[config.mk]
export PLATFORM = sky130hd
export DESIGN_NAME = brg_hcc_req_gate
export DESIGN_NICKNAME = d
export VERILOG_FILES = /design/src/rtl/brg_hcc_req_gate.sv
export SDC_FILE = /design/constraint.sdc
export NUM_CORES = 1
export LEC_CHECK = 0
export ABC_AREA = 1
export CELL_PAD_IN_SITES_DETAIL_PLACEMENT = 1
export CELL_PAD_IN_SITES_GLOBAL_PLACEMENT = 1
export CORE_MARGIN = 2
export CORE_UTILIZATION = 34
export DETAILED_ROUTE_END_ITERATION = 8
export PLACE_DENSITY_LB_ADDON = 0.1
export RECOVER_POWER = 100
export SETUP_SLACK_MARGIN = 0.02
export SYNTH_ARGS = -nofsm -noshare
export SYNTH_HDL_FRONTEND = slang
export SYNTH_SLANG_ARGS = --single-unit
[constraint.sdc]
create_clock -name clk_i -period 4.1 [get_ports clk_i]
set_input_delay 0.82 -clock clk_i [delete_from_list [all_inputs] [get_ports clk_i]]
set_output_delay 0.82 -clock clk_i [all_outputs]
set_load 0.005 [all_outputs]
[src/rtl/brg_hcc_req_gate.sv]
// brg_hcc_req_gate
// Request-side gate between the HCC tile and the manycore endpoint.
// - Outgoing requests pass through a 2-entry FIFO. The FIFO is never bypassed.
// - A packet is offered to the endpoint only while free credits exceed a reserve.
// - A 32-bit scoreboard tracks outstanding remote loads, one bit per register.
//   A second load to a register that is still pending is held off.
// - The response path passes straight through to the tile. Load write-backs
//   clear the matching scoreboard bit.
// Optional feature: define BRG_HCC_REQ_GATE_STATS_EN to add saturating stall
// counters (stall_hazard_cnt_o, stall_credit_cnt_o).

module brg_hcc_req_gate #(
  parameter int         packet_width_lp   = 1,
  parameter int         data_width_p      = 32,
  parameter int         max_out_credits_p = 200,
  parameter int         credit_reserve_p  = 0,
  parameter logic [1:0] load_ret_type_p   = 2'b00
) (
  input  logic                                     clk_i,
  input  logic                                     reset_n_i,

  input  logic                                     tile_v_i,
  input  logic [packet_width_lp-1:0]               tile_packet_i,
  input  logic                                     tile_is_load_i,
  input  logic [4:0]                               tile_reg_id_i,
  output logic                                     tile_ready_o,

  output logic                                     ep_v_o,
  output logic [packet_width_lp-1:0]               ep_packet_o,
  input  logic                                     ep_credit_or_ready_i,
  input  logic [$clog2(max_out_credits_p+1)-1:0]   ep_credits_i,

  input  logic                                     ep_returned_v_r_i,
  input  logic [data_width_p-1:0]                  ep_returned_data_r_i,
  input  logic [4:0]                               ep_returned_reg_id_r_i,
  input  logic [1:0]                               ep_returned_pkt_type_r_i,
  output logic                                     ep_returned_yumi_o,

  output logic                                     tile_returned_v_o,
  output logic [data_width_p-1:0]                  tile_returned_data_o,
  output logic [4:0]                               tile_returned_reg_id_o,
  output logic [1:0]                               tile_returned_pkt_type_o,
  input  logic                                     tile_returned_yumi_i
`ifdef BRG_HCC_REQ_GATE_STATS_EN
  ,
  output logic [31:0]                              stall_hazard_cnt_o,
  output logic [31:0]                              stall_credit_cnt_o
`endif
);

  localparam int                       credit_width_lp = $clog2(max_out_credits_p+1);
  localparam logic [credit_width_lp-1:0] reserve_lp    = credit_width_lp'(credit_reserve_p);

  // FIFO storage and control
  logic [packet_width_lp-1:0] mem_r [2];
  logic                       wr_ptr_r;
  logic                       rd_ptr_r;
  logic [1:0]                 count_r;
  logic [1:0]                 count_next_s;

  logic fifo_full_s;
  logic fifo_empty_s;
  logic credit_ok_s;
  logic hazard_s;
  logic enq_s;
  logic deq_s;

  // Scoreboard of outstanding loads
  logic [31:0] sb_r;
  logic [31:0] sb_set_s;
  logic [31:0] sb_clr_s;
  logic [31:0] sb_next_s;
  logic        ret_load_s;

  // Request-side handshakes. The hazard looks only at the registered scoreboard,
  // so a clear arriving this cycle still stalls a matching load until the next one.
  always_comb begin
    fifo_full_s  = (count_r == 2'd2);
    fifo_empty_s = (count_r == 2'd0);
    credit_ok_s  = (ep_credits_i > reserve_lp);
    hazard_s     = tile_is_load_i & (tile_reg_id_i != 5'd0) & sb_r[tile_reg_id_i];
    tile_ready_o = ~fifo_full_s & ~hazard_s;
    enq_s        = tile_v_i & tile_ready_o;
    ep_v_o       = ~fifo_empty_s & credit_ok_s;
    ep_packet_o  = mem_r[rd_ptr_r];
    deq_s        = ep_v_o & ep_credit_or_ready_i;
  end

  // FIFO occupancy update for every enqueue/dequeue combination
  always_comb begin
    count_next_s = count_r;
    case ({enq_s, deq_s})
      2'b10:   count_next_s = count_r + 2'd1;
      2'b01:   count_next_s = count_r - 2'd1;
      default: count_next_s = count_r;
    endcase
  end

  // FIFO pointers, occupancy and storage
  always_ff @(posedge clk_i or negedge reset_n_i) begin
    if (!reset_n_i) begin
      wr_ptr_r <= 1'b0;
      rd_ptr_r <= 1'b0;
      count_r  <= 2'd0;
      mem_r[0] <= '0;
      mem_r[1] <= '0;
    end else begin
      count_r <= count_next_s;
      if (enq_s) begin
        mem_r[wr_ptr_r] <= tile_packet_i;
        wr_ptr_r        <= ~wr_ptr_r;
      end
      if (deq_s) begin
        rd_ptr_r <= ~rd_ptr_r;
      end
    end
  end

  // Response path is a straight wire-through in both directions
  always_comb begin
    tile_returned_v_o        = ep_returned_v_r_i;
    tile_returned_data_o     = ep_returned_data_r_i;
    tile_returned_reg_id_o   = ep_returned_reg_id_r_i;
    tile_returned_pkt_type_o = ep_returned_pkt_type_r_i;
    ep_returned_yumi_o       = tile_returned_yumi_i;
  end

  // Scoreboard set/clear masks. Register x0 is never tracked.
  always_comb begin
    sb_set_s   = 32'd0;
    sb_clr_s   = 32'd0;
    ret_load_s = tile_returned_yumi_i & ep_returned_v_r_i &
                 (ep_returned_pkt_type_r_i == load_ret_type_p);
    if (enq_s && tile_is_load_i && (tile_reg_id_i != 5'd0)) begin
      sb_set_s = 32'd1 << tile_reg_id_i;
    end else begin
      sb_set_s = 32'd0;
    end
    if (ret_load_s) begin
      sb_clr_s = 32'd1 << ep_returned_reg_id_r_i;
    end else begin
      sb_clr_s = 32'd0;
    end
    sb_next_s = (sb_r & ~sb_clr_s) | sb_set_s;
  end

  // Scoreboard register
  always_ff @(posedge clk_i or negedge reset_n_i) begin
    if (!reset_n_i) begin
      sb_r <= 32'd0;
    end else begin
      sb_r <= sb_next_s;
    end
  end

`ifdef BRG_HCC_REQ_GATE_STATS_EN
  logic [31:0] stall_hazard_cnt_r;
  logic [31:0] stall_credit_cnt_r;

  // Saturating stall counters for hazard holds and credit starvation
  always_ff @(posedge clk_i or negedge reset_n_i) begin
    if (!reset_n_i) begin
      stall_hazard_cnt_r <= 32'd0;
      stall_credit_cnt_r <= 32'd0;
    end else begin
      if (tile_v_i && hazard_s && (stall_hazard_cnt_r != 32'hFFFF_FFFF)) begin
        stall_hazard_cnt_r <= stall_hazard_cnt_r + 32'd1;
      end
      if (!fifo_empty_s && !credit_ok_s && (stall_credit_cnt_r != 32'hFFFF_FFFF)) begin
        stall_credit_cnt_r <= stall_credit_cnt_r + 32'd1;
      end
    end
  end

  assign stall_hazard_cnt_o = stall_hazard_cnt_r;
  assign stall_credit_cnt_o = stall_credit_cnt_r;
`endif

endmodule

==> impl_summary.log <==
INFO  metric timing.critical_path.slowest_stage_cell = clkdlybuf4s50_1
INFO  metric power.total = 1.272 mW
INFO  metric grt_pass1_vias = 2604
INFO  metric yosys.area.top_type_share = 0.3504
INFO  metric grtUsageTotal = 0.2024
INFO  metric rows = 32
INFO  metric cts_tree = done
INFO  metric die_h = 93.34 µm
INFO  metric floorplan.die.width = 93.34 µm
INFO  metric critical_path_class = in2out
INFO  metric synth.net_count = 408
INFO  metric switching_power_of_the_nets = 439.8 µW
INFO  metric post_cts_hold_buffer_count = 0
INFO  metric antenna_cells_inserted = 0
INFO  metric drt_wl_cell = 18.85 µm
INFO  metric r2r_setup_slack = 1.86 ns
INFO  metric hp-class = reg2reg
INFO  metric finalWeightedCongestion = 0.7709
INFO  metric synth_largest_area_cell = dfrtp_1
INFO  metric start_kind = input port
INFO  metric peakVddDrop = 199.5 µV
INFO  metric sw_frac_of_total = 0.3458
INFO  metric net_total_in_the_final_layout = 400
INFO  metric totalNegativeSetupSlack = 0 ns
INFO  metric syn_to_final_growth = 4.979%
INFO  metric power.share.combinational = 0.305
INFO  metric ffs_latches_synth = 38
INFO  metric io-pin-count = 104
INFO  metric critical-path-max-stage-delay = 0.49 ns
INFO  metric routed_via_density = 5.430
INFO  metric power-per-cell-area = 446.4 nW/µm²
INFO  metric timing.critical_path.cells = clkdlybuf4s50_1 > inv_2 > nand2_1 > inv_1 > nand3_1 > o21ai_0 > inv_1 > nand3_2 > nand2_1 > inv_1 > clkdlybuf4s50_1
INFO  metric layout.area.seq = 950.9 µm²
INFO  metric setup_failing_eps_final = 0
INFO  metric drt-pass1-iter-count = 4
INFO  metric cts_buffer_depth = 2
INFO  metric ys.flop_type = dfrtp_1
INFO  metric leading_cell_type_by_number_of_instances_after_synthesis = nand2_1
INFO  metric timing.slew.headroom = -0.4835
INFO  metric multi_input_comb_area = 1135 µm²
INFO  metric unrepaired_setup_endpoints_after_global_routing = no
INFO  metric layout_min_cycle_time = 3.749 ns
INFO  metric pre_cts_ws = 0.4018 ns
INFO  metric cts_root_buffer = clkbuf_8
INFO  metric p_leak = 1.195 nW
INFO  metric drv_cap = 1
INFO  metric final_antenna_net_count = 0
INFO  metric timing.critical_path.fanout_max = 16
INFO  metric mappedNetlistArea = 2714 µm²
INFO  metric count_of_flip_flops_with_a_built_in_enable_after_synthesis = 0
INFO  metric status = complete, but fails checks
INFO  metric final_hold_vio_count = 0
INFO  metric worst_clock_skew = 0.004587 ns
INFO  metric fp.dieArea = 8712 µm²
INFO  metric remaining_drc_errors = 0
INFO  metric seq_power_share = 0.436
INFO  metric routed_wl = 8331 µm
INFO  metric synth_area_leaders = dfrtp_1 (35%), buf_4 (11%), nand2_1 (10%), o21ai_2 (9.7%), nand4_1 (9.5%)
INFO  metric drt-initial-drc-count = 112
INFO  metric fmax = 266.7 MHz
INFO  metric core-area = 7727 µm²
INFO  metric design_area = 2849 µm²
INFO  metric power.clock.fraction = 0.259
INFO  metric globalRouteOverflowTotal = 0
INFO  metric synthCells = 347
INFO  metric synth_warnings = 0
INFO  metric finish.utilization = 0.3687
INFO  metric netlist_top_cells_count = nand2_1 (75), buf_4 (41), nand4_1 (41)
INFO  metric drive_above_1_share = 0.07059
INFO  metric port_buffers = 39
INFO  metric min_period_over_period = 0.9145
INFO  metric failed_checks = max-capacitance violations, max-slew violations
INFO  metric initial_core_util = 0.3512
INFO  metric cts_setup_buffers = 0
INFO  metric clock_tree.htree_level_count = 2
INFO  metric post_synth_num_cell_types = 26
INFO  metric antenna_violations_before_repair = 0
INFO  metric clkTransAtPathRegs = 0.08 ns
INFO  metric critical_path.endpoint_type = output pin
INFO  metric grt_pass1_wl = 13690 µm
INFO  metric ys_async_sr_fraction = 1.000
INFO  metric syn_area_per_cell = 7.821 µm²
INFO  metric internal_power_summed_over_all_cells = 832.0 µW
INFO  metric max_slew.worst_pin.slew = 2.225 ns
INFO  metric worst_path_dominant_cell_family = buffers and inverters
INFO  metric cp_num_buf_inv = 6
INFO  metric critPathRequiredTime = 3.28 ns
INFO  metric report.final.slew_viol_count = 39
INFO  metric post_cts.resized_instances = 0
INFO  metric worstPathArrival = 2.93 ns
INFO  metric cpMostUsedCell = inv_1
INFO  metric grt_max_degree = 39
INFO  metric cts_num_sinks = 38
INFO  metric post_synthesis_sequential_area_ratio = 0.3504
INFO  metric clk_latency = 0.30 ns
INFO  metric fillCellCount = 980
INFO  metric hpwl = 5877 µm
INFO  metric dpl_cell_area = 2855 µm²
INFO  metric worst_slack = 0.3508 ns
INFO  metric dr_vias = 2400
INFO  metric number_of_cts_inserted_buffers = 5
## power groups by stage
| stage | sequential (mW) | combinational, mW | clock (mW) |
|---|---|---|---|
| 2_1_floorplan | 0.537 | 0.339 | 0 |
| 5_1_grt | 0.567 | 0.449 | 0.354 |
| 3_5_place_dp | 0.561 | 0.448 | 0 |
| 4_1_cts | 0.554 | 0.451 | 0.339 |
| 6_report | 0.554 | 0.388 | 0.329 |
| 3_3_place_gp | 0.558 | 0.439 | 0 |
## routing by layer
metal,GRT usage,wire length (µm)
met4,0.05760,78
met3,0.03223,397
met1,0.2725,3832
met2,0.3357,4022
met5,0,0
## stage by stage
stage,cells,hold slack (ns)
after floorplan,347,0.4433
after global placement,434,0.4650
after detailed placement,434,0.4709
after CTS,442,0.4857
after global routing,442,0.4982
final,442,0.4791
## layout make-up
class                           instances  share of cell area
Clock buffer                            5             0.02415
Clock inverter                          3             0.01405
Inverter                               20             0.02635
Multi-Input combinational cell        226              0.3983
Sequential cell                        38              0.3338
Tap cell                              102             0.04480
Timing Repair Buffer                   48              0.1585
## kinds of logic after synthesis
family                   synth area share
buffers and inverters              0.1895
AO/OA/AOI/OAI                      0.1660
adder cells (fa/ha/maj)          0.004610
AND/OR/NAND/NOR                    0.2757
XOR/XNOR                         0.009684
multiplexers                     0.004149
flip-flops                         0.3504
## final timing paths
| check | from | endpoint | cells after the start |
|---|---|---|---|
| setup / recovery | tile_reg_id_i[0] | tile_ready_o | 11 |
| hold / removal | rd_ptr_r | rd_ptr_r | 1 |
| setup reg to reg | sb_r[19] | sb_r[6] | 9 |
| hold reg to reg | rd_ptr_r | rd_ptr_r | 1 |
| max in group asynchronous | reset_n_i | sb_r[28] | 1 |
| min in group asynchronous | reset_n_i | sb_r[3] | 1 |
## placed cells by master, fill, tap and decap left out, drive strengths merged
cell            n
buf             9
clkdlybuf4s50  26
bufinv          1
nand3          26
o21ai          64
xor2            2
inv            17
ha              1
mux2            1
a22oi           1
dlygate4sd3    12
and3            1
clkinv          5
nand2          75
and2            1
a21oi           2
clkbuf          6
nor4            3
xnor2           1
nor2            6
dfrtp          38
nand4          42
## worst register-to-register path, cell delays in order (launching register included)
cell	delay, ns
dfrtp_1	0.40
nand2_1	0.08
nand2_1	0.06
nand2_1	0.05
nand3_1	0.07
nand3_1	0.10
nand3_1	0.09
nand3_2	0.15
nand4_2	0.64
o21ai_0	0.48
## state kept, by name, summed over array words and instances (netlist names)
signal / count
sb_r: 32
count_r: 2
mem_r: 2
rd_ptr_r: 1
wr_ptr_r: 1
Note: power is estimated with default switching activity, not from simulation.
